### config.mk
export PLATFORM = sky130hd
export DESIGN_NAME = dfa_flow_feeder_flat
export DESIGN_NICKNAME = d
export VERILOG_FILES = /design/src/rtl/dfa_feeder_pkg.sv /design/src/rtl/dfa_flow_feeder_if.sv /design/src/rtl/dfa_flow_feeder_ctx_table.sv /design/src/rtl/dfa_flow_feeder.sv /design/src/flat_wrapper.sv
export SDC_FILE = /design/constraint.sdc
export NUM_CORES = 1
export LEC_CHECK = 0
export ABC_AREA = 0
export CAP_MARGIN = 20
export CELL_PAD_IN_SITES_DETAIL_PLACEMENT = 0
export CELL_PAD_IN_SITES_GLOBAL_PLACEMENT = 2
export CORE_ASPECT_RATIO = 0.75
export CORE_MARGIN = 8
export CORE_UTILIZATION = 32
export DETAILED_ROUTE_END_ITERATION = 16
export PLACE_DENSITY_LB_ADDON = 0.3
export SYNTH_ARGS = -nofsm -noshare
export SYNTH_HDL_FRONTEND = slang
export SYNTH_SLANG_ARGS = --single-unit
export TNS_END_PERCENT = 1
### constraint.sdc
create_clock -name clk -period 7.4 [get_ports clk]
set_input_delay 1.48 -clock clk [delete_from_list [all_inputs] [get_ports clk]]
set_output_delay 1.48 -clock clk [all_outputs]
set_load 0.02 [all_outputs]
### src/rtl/dfa_feeder_pkg.sv
// dfa_feeder_pkg: shared widths, FSM encodings and constants for the DFA flow feeder.
package dfa_feeder_pkg;
   localparam int STATE_W   = 11;
   localparam int NUM_FLOWS = 16;
   localparam int FLOW_W    = 4;
   localparam int CNT_W     = 16;
   localparam logic [2:0] S_IDLE   = 3'd0;
   localparam logic [2:0] S_LOAD   = 3'd1;
   localparam logic [2:0] S_STREAM = 3'd2;
   localparam logic [2:0] S_SAVE   = 3'd3;
   localparam logic [2:0] S_REPORT = 3'd4;
   localparam logic [CNT_W-1:0] CNT_ALL_ONES = '1;
endpackage

### src/rtl/dfa_flow_feeder_if.sv
// dfa_flow_feeder_if: packet input, matcher char/state and report channels of the flow feeder.
interface dfa_flow_feeder_if #(
   parameter int STATE_W = dfa_feeder_pkg::STATE_W,
   parameter int FLOW_W  = dfa_feeder_pkg::FLOW_W,
   parameter int CNT_W   = dfa_feeder_pkg::CNT_W
);
   logic [7:0]         pkt_data;
   logic               pkt_vld;
   logic               pkt_sop;
   logic               pkt_eop;
   logic [FLOW_W-1:0]  pkt_flow;
   logic               pkt_rdy;
   logic [7:0]         char_out;
   logic               char_out_vld;
   logic [STATE_W-1:0] state_load;
   logic               state_load_vld;
   logic [STATE_W-1:0] eng_state;
   logic               eng_accept;
   logic               rpt_vld;
   logic               rpt_rdy;
   logic [FLOW_W-1:0]  rpt_flow;
   logic [CNT_W-1:0]   rpt_match_cnt;
   logic [CNT_W-1:0]   rpt_first_off;
   modport master (
      input  pkt_data, pkt_vld, pkt_sop, pkt_eop, pkt_flow, eng_state, eng_accept, rpt_rdy,
      output pkt_rdy, char_out, char_out_vld, state_load, state_load_vld,
             rpt_vld, rpt_flow, rpt_match_cnt, rpt_first_off
   );
   modport slave (
      output pkt_data, pkt_vld, pkt_sop, pkt_eop, pkt_flow, eng_state, eng_accept, rpt_rdy,
      input  pkt_rdy, char_out, char_out_vld, state_load, state_load_vld,
             rpt_vld, rpt_flow, rpt_match_cnt, rpt_first_off
   );
endinterface

### src/rtl/dfa_flow_feeder_ctx_table.sv
// dfa_ctx_table: per-flow saved DFA state; async read, one write port, clear beats write.
module dfa_ctx_table #(
   parameter int NUM_FLOWS = dfa_feeder_pkg::NUM_FLOWS,
   parameter int STATE_W   = dfa_feeder_pkg::STATE_W,
   parameter int FLOW_W    = dfa_feeder_pkg::FLOW_W
) (
   input  logic               clk,
   input  logic               rst,
   input  logic [FLOW_W-1:0]  rd_addr,
   output logic [STATE_W-1:0] rd_data,
   input  logic               wr_en,
   input  logic [FLOW_W-1:0]  wr_addr,
   input  logic [STATE_W-1:0] wr_data,
   input  logic               clr_en,
   input  logic [FLOW_W-1:0]  clr_addr
);
   logic [STATE_W-1:0] mem [NUM_FLOWS];
   assign rd_data = mem[rd_addr];
   always_ff @(posedge clk or posedge rst)
      if (rst)
         for (int i = 0; i < NUM_FLOWS; i++) mem[i] <= '0;
      else
         for (int i = 0; i < NUM_FLOWS; i++)
            if (clr_en && clr_addr == FLOW_W'(i)) mem[i] <= '0;
            else if (wr_en && wr_addr == FLOW_W'(i)) mem[i] <= wr_data;
endmodule

### src/rtl/dfa_flow_feeder.sv
// dfa_flow_feeder: restores per-flow DFA state, streams packet bytes to the matcher, saves state, reports matches.
// Optional statistics counters are built when DFA_FEEDER_STATS_EN is defined.
module dfa_flow_feeder #(
   parameter int STATE_W   = dfa_feeder_pkg::STATE_W,
   parameter int NUM_FLOWS = dfa_feeder_pkg::NUM_FLOWS,
   parameter int FLOW_W    = dfa_feeder_pkg::FLOW_W,
   parameter int CNT_W     = dfa_feeder_pkg::CNT_W
) (
   input  logic                clk,
   input  logic                rst,
   dfa_flow_feeder_if.master   bus,
   input  logic                ctx_clr,
   input  logic [FLOW_W-1:0]   ctx_clr_flow,
   output logic                err_sticky,
   output logic [31:0]         stat_pkts,
   output logic [31:0]         stat_bytes,
   output logic [31:0]         stat_matches
);
   import dfa_feeder_pkg::*;
   logic [2:0]         st;
   logic [FLOW_W-1:0]  flow;
   logic [CNT_W-1:0]   match_cnt, offset, first_off;
   logic [STATE_W-1:0] ctx_rd;
   logic               beat;
   assign beat               = st == S_STREAM && bus.pkt_vld;
   // rst gate keeps the IDLE drop-path ready low while reset is held
   assign bus.pkt_rdy        = !rst && (st == S_STREAM || (st == S_IDLE && bus.pkt_vld && !bus.pkt_sop));
   assign bus.char_out       = st == S_STREAM ? bus.pkt_data : '0;
   assign bus.char_out_vld   = beat;
   assign bus.state_load     = st == S_LOAD ? ctx_rd : '0;
   assign bus.state_load_vld = st == S_LOAD;
   assign bus.rpt_vld        = st == S_REPORT;
   assign bus.rpt_flow       = flow;
   assign bus.rpt_match_cnt  = match_cnt;
   assign bus.rpt_first_off  = first_off;
   dfa_ctx_table #(.NUM_FLOWS(NUM_FLOWS), .STATE_W(STATE_W), .FLOW_W(FLOW_W)) u_ctx (
      .clk(clk), .rst(rst), .rd_addr(flow), .rd_data(ctx_rd),
      .wr_en(st == S_SAVE), .wr_addr(flow), .wr_data(bus.eng_state),
      .clr_en(ctx_clr), .clr_addr(ctx_clr_flow)
   );
   always_ff @(posedge clk or posedge rst)
      if (rst) begin
         st         <= S_IDLE;
         flow       <= '0;
         match_cnt  <= '0;
         offset     <= '0;
         first_off  <= '0;
         err_sticky <= 1'b0;
      end else
         case (st)
            S_IDLE:
               if (bus.pkt_vld) begin
                  if (bus.pkt_sop) begin
                     flow <= bus.pkt_flow;
                     st   <= S_LOAD;
                  end else err_sticky <= 1'b1;
               end
            S_LOAD: begin
               match_cnt <= '0;
               offset    <= '0;
               first_off <= '1;
               st        <= S_STREAM;
            end
            S_STREAM:
               if (bus.pkt_vld) begin
                  if (bus.eng_accept) begin
                     if (match_cnt != '1) match_cnt <= match_cnt + CNT_W'(1);
                     if (first_off == '1) first_off <= offset;
                  end
                  if (offset != '1) offset <= offset + CNT_W'(1);
                  // offset leaves zero after the first beat and never returns, so it marks a mid-packet SOP
                  if (bus.pkt_sop && offset != '0) err_sticky <= 1'b1;
                  if (bus.pkt_eop) st <= S_SAVE;
               end
            S_SAVE:   st <= S_REPORT;
            S_REPORT: if (bus.rpt_rdy) st <= S_IDLE;
            default:  st <= S_IDLE;
         endcase
`ifdef DFA_FEEDER_STATS_EN
   always_ff @(posedge clk or posedge rst)
      if (rst) begin
         stat_pkts    <= '0;
         stat_bytes   <= '0;
         stat_matches <= '0;
      end else begin
         if (st == S_REPORT && bus.rpt_rdy) stat_pkts <= stat_pkts + 32'd1;
         if (beat) stat_bytes <= stat_bytes + 32'd1;
         if (beat && bus.eng_accept) stat_matches <= stat_matches + 32'd1;
      end
`else
   assign stat_pkts    = '0;
   assign stat_bytes   = '0;
   assign stat_matches = '0;
`endif
endmodule
### src/flat_wrapper.sv
// flat-port wrapper written by rule: the top's interface ports become plain ports
module dfa_flow_feeder_flat import dfa_feeder_pkg::*;
#(
   parameter int STATE_W   = dfa_feeder_pkg::STATE_W,
   parameter int NUM_FLOWS = dfa_feeder_pkg::NUM_FLOWS,
   parameter int FLOW_W    = dfa_feeder_pkg::FLOW_W,
   parameter int CNT_W     = dfa_feeder_pkg::CNT_W
)
  (clk, rst, ctx_clr, ctx_clr_flow, err_sticky, stat_pkts, stat_bytes, stat_matches, bus_pkt_data, bus_pkt_vld, bus_pkt_sop, bus_pkt_eop, bus_pkt_flow, bus_eng_state, bus_eng_accept, bus_rpt_rdy, bus_pkt_rdy, bus_char_out, bus_char_out_vld, bus_state_load, bus_state_load_vld, bus_rpt_vld, bus_rpt_flow, bus_rpt_match_cnt, bus_rpt_first_off);
  dfa_flow_feeder_if #(.STATE_W(STATE_W), .FLOW_W(FLOW_W), .CNT_W(CNT_W)) bus_i ();
  input  logic clk;
  input  logic rst;
  input  logic ctx_clr;
  input  logic [FLOW_W-1:0] ctx_clr_flow;
  output logic err_sticky;
  output logic [31:0] stat_pkts;
  output logic [31:0] stat_bytes;
  output logic [31:0] stat_matches;
  input wire logic [$bits(bus_i.pkt_data)-1:0] bus_pkt_data;
  input wire logic [$bits(bus_i.pkt_vld)-1:0] bus_pkt_vld;
  input wire logic [$bits(bus_i.pkt_sop)-1:0] bus_pkt_sop;
  input wire logic [$bits(bus_i.pkt_eop)-1:0] bus_pkt_eop;
  input wire logic [$bits(bus_i.pkt_flow)-1:0] bus_pkt_flow;
  input wire logic [$bits(bus_i.eng_state)-1:0] bus_eng_state;
  input wire logic [$bits(bus_i.eng_accept)-1:0] bus_eng_accept;
  input wire logic [$bits(bus_i.rpt_rdy)-1:0] bus_rpt_rdy;
  output wire logic [$bits(bus_i.pkt_rdy)-1:0] bus_pkt_rdy;
  output wire logic [$bits(bus_i.char_out)-1:0] bus_char_out;
  output wire logic [$bits(bus_i.char_out_vld)-1:0] bus_char_out_vld;
  output wire logic [$bits(bus_i.state_load)-1:0] bus_state_load;
  output wire logic [$bits(bus_i.state_load_vld)-1:0] bus_state_load_vld;
  output wire logic [$bits(bus_i.rpt_vld)-1:0] bus_rpt_vld;
  output wire logic [$bits(bus_i.rpt_flow)-1:0] bus_rpt_flow;
  output wire logic [$bits(bus_i.rpt_match_cnt)-1:0] bus_rpt_match_cnt;
  output wire logic [$bits(bus_i.rpt_first_off)-1:0] bus_rpt_first_off;
  assign bus_i.pkt_data = bus_pkt_data;
  assign bus_i.pkt_vld = bus_pkt_vld;
  assign bus_i.pkt_sop = bus_pkt_sop;
  assign bus_i.pkt_eop = bus_pkt_eop;
  assign bus_i.pkt_flow = bus_pkt_flow;
  assign bus_i.eng_state = bus_eng_state;
  assign bus_i.eng_accept = bus_eng_accept;
  assign bus_i.rpt_rdy = bus_rpt_rdy;
  assign bus_pkt_rdy = bus_i.pkt_rdy;
  assign bus_char_out = bus_i.char_out;
  assign bus_char_out_vld = bus_i.char_out_vld;
  assign bus_state_load = bus_i.state_load;
  assign bus_state_load_vld = bus_i.state_load_vld;
  assign bus_rpt_vld = bus_i.rpt_vld;
  assign bus_rpt_flow = bus_i.rpt_flow;
  assign bus_rpt_match_cnt = bus_i.rpt_match_cnt;
  assign bus_rpt_first_off = bus_i.rpt_first_off;
  dfa_flow_feeder #(.STATE_W(STATE_W), .NUM_FLOWS(NUM_FLOWS), .FLOW_W(FLOW_W), .CNT_W(CNT_W)) u_core (.clk(clk), .rst(rst), .bus(bus_i), .ctx_clr(ctx_clr), .ctx_clr_flow(ctx_clr_flow), .err_sticky(err_sticky), .stat_pkts(stat_pkts), .stat_bytes(stat_bytes), .stat_matches(stat_matches));
endmodule
==> out/results.txt, run 1 <==
Status: finished, final reports clean
M2 GR Usage: 23.45%
Post-synth EDFFs: 0
Initial antenna violation count: 0
Busiest grt layer: met1
GP Congestion: 0.7979
Ys async rst share: 100.0%
Lkg Pwr: 5.955 nW
Crit path time final: 5.129 ns
Overflow after GRT: 0
P per Cell Area: 380.9 nW/um^2
Max_slew headroom: 25.61%
Post-route clock period utilization: 69.31%
Core Region: 36860 sq um
Fin Setup TNS: 0 ns
Final Hold Viols: 0
Share of cells above drive strength 1: 15.48%
DP HPWL: 23190 um
Critical path arrival: 3.65 ns
M1 GR Usage: 24.13%
Syn Inst Count: 1006
Avg Cell Area, Syn: 11.84 sq um
Drt pass-1 iters: 5
Cell Rows: 61
Wire per inst: 22.20 um
Worst Hold Launch: u_core.err_sticky
Top FF cell, synth: dfrtp_1
Fmax: 0.1950 GHz
Fin util: 37.87%
Post-Syn Area: 11910 sq um
WP data required: 5.92 ns
Commonest cells in the netlist: dfrtp_1 (232), a22o_1 (178), buf_4 (102)
Mean number of vias per cell: 5.308
Routed Antenna Nets: 0
Final setup viols: 0
Starting density of the core: 32.31%
Die area: 43710 sq um
CP max FO: 11
FF+latch count, synth: 232
GR Util All Layers: 15.91%
Number of distinct library cells after synthesis: 73
Antenna Cells: 0
VDD IR max: 0.1745 mV
Port Buf Inserts: 94
Number of buffers created by CTS: 26
Final #Nets: 1103
Vias in the first global route: 8617
Top cell type's share of synthesized area: 48.74%
Pin slew with the least headroom to its limit: 1.110 ns
HP Class: flip-flop to flip-flop
First-pass GRT wire length: 55030 um
Fraction of the yosys area taken by sequential cells: 48.74%
Skew final: 0.01515 ns
Placed inst area: 13020 sq um
TritonCTS Sinks: 232
# hold bufs at CTS: 0
Worst skew pair latency: 0.56 ns
CTS-repair resized insts: 0
Fin. max-slew vios: 0
Critical register-to-register path startpoint: u_core.bus.rpt_flow[0]
Vias: 8435
Cell taking the most area after synthesis: dfrtp_1
Post-CTS setup buffers: 0
Post-Route WL: 35280 um
Total power: 5.318 mW
Max-cap viol count: 0
Post-route insts no fill: 1589
Crit Path Class: input port to primary output
Synth area leaders: dfrtp_1 (49%), a22o_1 (13%), mux4_2 (8.3%)
Warnings, synthesis: 0
IO Count: 191
Critical path capture point type: primary output
H-tree depth: 1
Largest net degree at the start of global routing: 148
Critical path origin: bus_pkt_vld
Startpoint types: input port
Unrepaired setup endpoints after global routing: false
M3 GR Usage: 2.909%
Most numerous cell in the Yosys netlist: dfrtp_1
Placed insts: 1539
Synthesis-to-layout area growth: 17.22%
Maximum buffer depth of the clock tree: 3
Clk pin slew, worst setup/hold paths: 0.06 ns
Drt drc: 0
Post-route design area: 13960 sq um
Filler cell count: 3592
Root buf cell: clkbuf_16
Starting DRT DRC Count: 742
CTS tree: done
Chip Width: 238.8 um
Die height: 183.1 um
-- power breakdown --
group          switching (mW)  leakage [nW]  internal [mW]
Clock                   0.556         0.454          0.842
Sequential              0.384          3.06           1.71
Combinational           0.875          2.45          0.946
Total                    1.81          5.96           3.50
-- stage by stage --
step	hold slack, ns	setup slack (ns)
6_report	0.4575	2.271
5_1_grt	0.5091	2.136
4_1_cts	0.4636	2.268
3_5_place_dp	0.4492	2.263
3_3_place_gp	0.4607	2.291
2_1_floorplan	0.4674	2.884
-- cells by family (layout without fill, tap and decap cells) --
logic type,count (synthesis),after routing,share of synthesized area [%]
compound gates,299,299,20.40
other cells,1,96,0.03149
simple gates,190,190,9.486
mux,74,74,10.89
fa+ha+maj,3,3,0.3152
buf+inv,206,190,10.05
flops,232,232,48.74
xor+xnor,1,1,0.07355
-- registers in the layout, indices dropped and copies added (netlist names) --
signal and cells:
u_core.bus.rpt_first_off 16, u_core.err_sticky 1, u_core.offset 16, u_core.bus.rpt_match_cnt 16, u_core.st 3, u_core.u_ctx.mem 176, u_core.bus.rpt_flow 4
-- critical path: stages --
cell             delay (ns)
clkdlybuf4s50_1        0.64
nand4bb_1              0.41
inv_1                  0.43
clkdlybuf4s50_1        0.68
-- layout by cell type, fill, tap and decap left out, drive strengths merged, types with 3 or more instances in the layout --
| cell type | netlist | routed |
|---|---|---|
| a211o | 4 | 4 |
| a211oi | 4 | 4 |
| a21oi | 24 | 24 |
| a22o | 178 | 178 |
| a31oi | 14 | 14 |
| a41oi | 4 | 4 |
| and2 | 10 | 10 |
| and3 | 7 | 7 |
| and4 | 8 | 8 |
| buf | 144 | 34 |
| bufinv | 0 | 4 |
| clkbuf | 48 | 36 |
| clkdlybuf4s50 | 0 | 94 |
| clkinv | 0 | 6 |
| conb | 1 | 96 |
| dfrtp | 232 | 232 |
| ha | 3 | 3 |
| inv | 14 | 14 |
| mux2 | 5 | 5 |
| mux2i | 25 | 25 |
| mux4 | 44 | 44 |
| nand2 | 26 | 26 |
| nand2b | 8 | 8 |
| nand3 | 15 | 15 |
| nand3b | 5 | 5 |
| nand4 | 14 | 14 |
| nor2 | 22 | 22 |
| nor2b | 5 | 5 |
| nor3 | 25 | 25 |
| nor3b | 4 | 4 |
| nor4 | 23 | 23 |
| o211ai | 6 | 6 |
| o21ai | 16 | 16 |
| o21ba | 15 | 15 |
| o22a | 3 | 3 |
| o22ai | 13 | 13 |
| o311ai | 3 | 3 |
| or3 | 7 | 7 |
-- cell type report --
type | instances | area, sq um | share of cell area, %
multi-input combinational | 663 | 5324 | 38.13
tap | 504 | 630.6 | 4.517
timing repair buffer | 128 | 1209 | 8.657
clock buffer | 36 | 738.2 | 5.288
clock inverter | 12 | 191.4 | 1.371
inverter | 14 | 56.30 | 0.4033
sequential | 232 | 5812 | 41.63
-- metal layers --
metal | wire length, um | vias to the layer above
met2 | 15540 | 224
met5 | 0 | -
met4 | 542 | 0
met1 | 17470 | 4390
met3 | 1729 | 37
li1 | - | 3784
-- worst paths after layout --
check / endpoint / slack, ns / cells after the start
worst max register to register: u_core.u_ctx.mem[98] / 4.43 / 4
worst max-delay path: bus_char_out_vld / 2.27 / 4
max in group asynchronous: u_core.u_ctx.mem[158] / 4.86 / 3
worst min register to register: u_core.err_sticky / 0.46 / 1
min in group asynchronous: u_core.bus.rpt_match_cnt[10] / 1.32 / 2
worst min-delay path: u_core.err_sticky / 0.46 / 1
Power figures use the tool's default switching activity.
==> run 2, diff against run 1 <==
--- a/config.mk
+++ b/config.mk
@@ -11,7 +11,7 @@
 export CELL_PAD_IN_SITES_GLOBAL_PLACEMENT = 2
 export CORE_ASPECT_RATIO = 0.75
 export CORE_MARGIN = 8
-export CORE_UTILIZATION = 32
+export CORE_UTILIZATION = 36
 export DETAILED_ROUTE_END_ITERATION = 16
 export PLACE_DENSITY_LB_ADDON = 0.3
 export SYNTH_ARGS = -nofsm -noshare
==> constraint.sdc (replaced) <==
create_clock -name clk -period 5.35 [get_ports clk]
set_input_delay 1.07 -clock clk [delete_from_list [all_inputs] [get_ports clk]]
set_output_delay 1.07 -clock clk [all_outputs]
set_load 0.02 [all_outputs]
==> run 2 against run 1 <==
  * Register-to-register slack worse by 1.9 ns
  * Sequential share of layout area up 0.31 points
  * Total power up 36%
  * Highest routed layer unchanged
  * Count of clock-buffer cells in the layout up 4
==> out/results.txt, run 2 (synthesized netlist as in run 1, its figures left out) <==
Die area: 39220 sq um
M2 GR Usage: 25.23%
CTS tree: done
Hold path cells: 1
GR Util All Layers: 17.24%
Multi-input gate area: 5321 sq um
Worst skew pair latency: 0.56 ns
Routed Antenna Nets: 0
Critical path arrival: 3.48 ns
Post-route insts no fill: 1527
Max_slew headroom: 26.08%
Wire per inst: 22.64 um
Drt pass-1 iters: 5
Worst Hold Launch: u_core.u_ctx.mem[75]
Cell Rows: 57
Critical register-to-register path startpoint: u_core.bus.rpt_flow[0]
Final Hold Viols: 0
CP Cell Sequence: buf_4, mux4_2, mux2i_1, o22ai_1, clkdlybuf4s50_1
Critical path capture point type: primary output
Total power: 7.237 mW
Crit path time final: 4.548 ns
Number of buffers created by CTS: 26
Starting density of the core: 36.70%
CP max FO: 51
Largest register FFs: 176
Worst hold path endpoint: u_core.u_ctx.mem[75]
Startpoint types: flip-flop
Vias in the first global route: 8493
P per Cell Area: 522.3 nW/um^2
Lkg Pwr: 5.938 nW
Largest delay share family, worst path: flip-flops
Final #Nets: 1103
Post-CTS setup buffers: 0
# hold bufs at CTS: 0
Initial antenna violation count: 0
Number of buffers and inverters on the critical path: 2
Root buf cell: clkbuf_16
Placed insts: 1476
Core Region: 32450 sq um
M1 GR Usage: 25.66%
Vias: 8509
Worst stage delay on the critical path: 1.08 ns
Die height: 173.5 um
First-pass GRT wire length: 53850 um
HP Class: flip-flop to flip-flop
Fin. max-slew vios: 0
Share of cells above drive strength 1: 15.21%
Synthesis-to-layout area growth: 16.34%
Unrepaired setup endpoints after global routing: false
Final WS setup: 0.8018 ns
Starting DRT DRC Count: 773
Largest reg by FF count: u_core.u_ctx.mem
Critical path origin: u_core.bus.rpt_flow[0]
Largest net degree at the start of global routing: 145
Max-cap viol count: 0
Fmax: 0.2199 GHz
CTS-repair resized insts: 0
Skew final: 0.01413 ns
Maximum buffer depth of the clock tree: 3
DP HPWL: 22700 um
Worst R2R Setup Slack: 2.49 ns
Pre-CTS setup slack: 1.065 ns
Crit Path Class: flip-flop to primary output
WP data required: 4.28 ns
Post-Route WL: 34580 um
Filler cell count: 3054
Busiest grt layer: met1
TritonCTS Sinks: 232
Sequential Area: 5811 sq um
H-tree depth: 1
GP Congestion: 0.7818
Post-route clock period utilization: 85.01%
Status: finished, final reports clean
Drt drc: 0
Antenna Cells: 0
R2R depth: 4
Port Buf Inserts: 94
Final setup viols: 0
FF-to-FF End: u_core.u_ctx.mem[52]
Chip Width: 226.0 um
Clk pin slew, worst setup/hold paths: 0.06 ns
Most frequent cells in the layout: dfrtp_1 (230), a22o_1 (178), conb_1 (96)
Overflow after GRT: 0
Critical Path Slowest Stage Cell: dfrtp_4
M3 GR Usage: 4.260%
VDD IR max: 0.3087 mV
IO Count: 191
Fin Setup TNS: 0 ns
Pin slew with the least headroom to its limit: 1.103 ns
Mean number of vias per cell: 5.572
Commonest non-fill, non-tap cell in the layout: dfrtp_1
## run 2: cell types whose count changed in the layout (fill, tap and decap cells not counted), moves of 2 or more
| cell | delta |
|---|---|
| nor4_4 | -2 |
| bufinv_16 | -2 |
| buf_4 | -5 |
| buf_6 | +3 |
| nor3_1 | -3 |
| nor4_2 | +2 |
| nor3_2 | +3 |
| clkbuf_1 | +5 |
## run 2: layout make-up
type	instances	area share, %
Clock buffer	40	5.364
Sequential cell	232	41.94
Timing Repair Buffer	128	9.039
Inverter	14	0.4064
Tap cell	442	3.991
Multi-Input combinational cell	663	38.41
Clock inverter	8	0.8579
## run 2: per-layer routing
layer / vias up / routed length (um)
li1: 3779 / -
met2: 269 / 15280
met1: 4427 / 16420
met4: 0 / 489
met3: 34 / 2387
met5: - / 0
## run 2: worst register-to-register path, cell delays in order (launching register included)
cell and delay (ns):
dfrtp_4 1.08, buf_4 0.35, nand2_1 0.17, nor3_2 0.93
a22o_1 0.26
## run 2: how the worst max path moves through the flow
stage                                             end  slack [ns]  cells after the start
after floorplan           u_core.bus.rpt_first_off[0]        1.24                      1
after global placement               bus_char_out_vld        1.08                      4
after detailed placement             bus_char_out_vld        1.07                      4
after CTS                           bus_state_load[6]        0.73                      5
after global routing                bus_state_load[6]        0.59                      5
final                               bus_state_load[6]        0.80                      5
## run 2: report_power, final
part | internal (mW) | switching (mW) | leakage [nW]
Sequential | 2.37 | 0.562 | 3.06
Clock | 1.06 | 0.749 | 0.420
Combinational | 1.33 | 1.16 | 2.46
## run 2: metrics by stage
step	cell area (sq um)	utilization [%]	hold slack, ns
after CTS	13830	42.61	0.5032
after detailed placement	12960	39.95	0.4849
after global routing	13860	42.70	0.5093
final	13860	42.70	0.5006
after global placement	12920	39.81	0.4773
after floorplan	12270	-	0.4674
==> run 3, diff against run 2 <==
--- a/config.mk
+++ b/config.mk
@@ -11,7 +11,7 @@
 export CELL_PAD_IN_SITES_GLOBAL_PLACEMENT = 2
 export CORE_ASPECT_RATIO = 0.75
 export CORE_MARGIN = 8
-export CORE_UTILIZATION = 36
+export CORE_UTILIZATION = 39
 export DETAILED_ROUTE_END_ITERATION = 16
 export PLACE_DENSITY_LB_ADDON = 0.3
 export SYNTH_ARGS = -nofsm -noshare
==> constraint.sdc (replaced) <==
create_clock -name clk -period 5.8 [get_ports clk]
set_input_delay 1.16 -clock clk [delete_from_list [all_inputs] [get_ports clk]]
set_output_delay 1.16 -clock clk [all_outputs]
set_load 0.02 [all_outputs]
==> run 3 against run 2 <==
  * First-iteration DRC count decreased by 15%
  * Combinational power decreased by 9.6%
  * Die area decreased by 7.1%
  * Global-route usage increased by 0.98 points
  * Clock power decreased by 8%
  * Count of clock-buffer cells in the layout decreased by 8
  * Hold slack got worse by 0.035 ns
  * Flip-flop and latch count unchanged
  * Via count increased by 0.32%
  * Critical endpoint is now bus_state_load[10]
  * Largest power group unchanged
  * Highest routed layer unchanged
==> out/results.txt, run 3 (synthesized netlist as in run 1, its figures left out) <==
Core Region: 30140 sq um
CTS tree: done
Hold path cells: 1
GR Util All Layers: 18.22%
Chip Width: 217.8 um
GP Congestion: 0.8092
CP Cell Sequence: buf_4, mux4_2, mux2i_1, o22ai_1, clkdlybuf4s50_1
Initial antenna violation count: 0
Overflow after GRT: 0
CP max FO: 47
Fin Setup TNS: 0 ns
Pin slew with the least headroom to its limit: 1.155 ns
Unrepaired setup endpoints after global routing: false
Clk pin slew, worst setup/hold paths: 0.06 ns
Final WS setup: 1.258 ns
Worst skew pair latency: 0.54 ns
Final #Nets: 1099
Post-route insts no fill: 1475
Pre-CTS setup slack: 1.351 ns
Worst stage delay on the critical path: 1.03 ns
Mean number of vias per cell: 5.787
Commonest non-fill, non-tap cell in the layout: dfrtp_1
Fin. max-slew vios: 0
Final Hold Viols: 0
Starting density of the core: 39.51%
Drt drc: 0
Maximum buffer depth of the clock tree: 3
Die area: 36450 sq um
Fmax: 0.2202 GHz
Critical path capture point type: primary output
Final setup viols: 0
CTS-repair resized insts: 0
R2R depth: 4
WP data required: 4.64 ns
DP HPWL: 22690 um
Largest net degree at the start of global routing: 163
Status: finished, final reports clean
CP Depth: 5
Wire per inst: 23.10 um
Max_slew headroom: 23.02%
P per Cell Area: 484.4 nW/um^2
TritonCTS Sinks: 232
Post-route design area: 13730 sq um
Largest delay share family, worst path: flip-flops
Vias in the first global route: 8502
Filler cell count: 2791
Critical path arrival: 3.38 ns
Post-Route WL: 34070 um
IO Count: 191
Share of cells above drive strength 1: 15.06%
Drt pass-1 iters: 5
Routed Antenna Nets: 0
Cell Rows: 55
First-pass GRT wire length: 53060 um
Max-cap viol count: 0
H-tree depth: 1
Most frequent cells in the layout: dfrtp_1 (229), a22o_1 (178), conb_1 (96)
Vias: 8536
VDD IR max: 0.3280 mV
Lkg Pwr: 5.904 nW
Port Buf Inserts: 94
Root buf cell: clkbuf_16
Largest reg by FF count: u_core.u_ctx.mem
Skew final: 0.01120 ns
Number of buffers created by CTS: 25
Placed inst area: 12850 sq um
Startpoint types: flip-flop
Placed insts: 1429
# hold bufs at CTS: 0
Crit Path Class: flip-flop to primary output
HP Class: flip-flop to flip-flop
Synthesis-to-layout area growth: 15.31%
Largest register FFs: 176
Number of buffers and inverters on the critical path: 2
Starting DRT DRC Count: 655
Post-CTS setup buffers: 0
Critical Path Slowest Stage Cell: dfrtp_4
Crit path time final: 4.542 ns
Antenna Cells: 0
Post-route clock period utilization: 78.31%
Die height: 167.3 um
run 3: report_power, final:
group	internal [mW]	switching, mW	leakage [nW]	total [mW]
logic	1.20	1.06	2.44	2.26
clock network	1.00	0.670	0.412	1.67
registers	2.19	0.527	3.06	2.71
total	4.40	2.26	5.90	6.65
run 3: worst reg2reg max path, cell delays in order, from the launching register on:
cell and delay [ns]:
dfrtp_4 1.03, buf_4 0.39, nor2_1 0.15, a21oi_1 0.92
a22o_1 0.29
run 3: final timing paths:
| kind | startpoint | to | slack, ns |
|---|---|---|---|
| max in group asynchronous | rst | u_core.bus.rpt_flow[2] | 3.84 |
| setup reg to reg | u_core.bus.rpt_flow[0] | u_core.u_ctx.mem[81] | 2.95 |
| min in group asynchronous | rst | u_core.bus.rpt_match_cnt[10] | 1.19 |
| hold / removal | u_core.err_sticky | u_core.err_sticky | 0.47 |
| setup / recovery | u_core.bus.rpt_flow[0] | bus_state_load[10] | 1.26 |
| hold reg to reg | u_core.err_sticky | u_core.err_sticky | 0.47 |
run 3: final cells by class:
class / count / area (sq um) / share of cell area, %
inverter: 14 / 56.30 / 0.4100
multi-input combinational: 663 / 5326 / 38.78
clock inverter: 10 / 160.2 / 1.166
timing repair buffer: 125 / 1197 / 8.719
sequential: 232 / 5812 / 42.32
clock buffer: 32 / 681.9 / 4.965
tap: 399 / 499.2 / 3.635
run 3: metal layers:
metal / part of all wire (%) / track usage, % / wire length (um) / vias to the layer above
met3: 8.6 / 4.771 / 2915 / 37
li1: - / - / - / 3780
met1: 47 / 27.11 / 15870 / 4404
met4: 1.5 / 3.236 / 512 / 0
met5: 0 / 0 / 0 / -
met2: 43 / 26.53 / 14780 / 315
run 3: metrics by stage:
| stage | hold WS, ns | utilization, % | power [mW] |
|---|---|---|---|
| after floorplan | 0.4674 | - | 4.345 |
| after global placement | 0.4498 | 42.56 | 4.973 |
| after detailed placement | 0.4530 | 42.64 | 4.998 |
| after CTS | 0.4666 | 45.44 | 6.704 |
| after global routing | 0.4820 | 45.56 | 7.028 |
| final | 0.4656 | 45.56 | 6.653 |
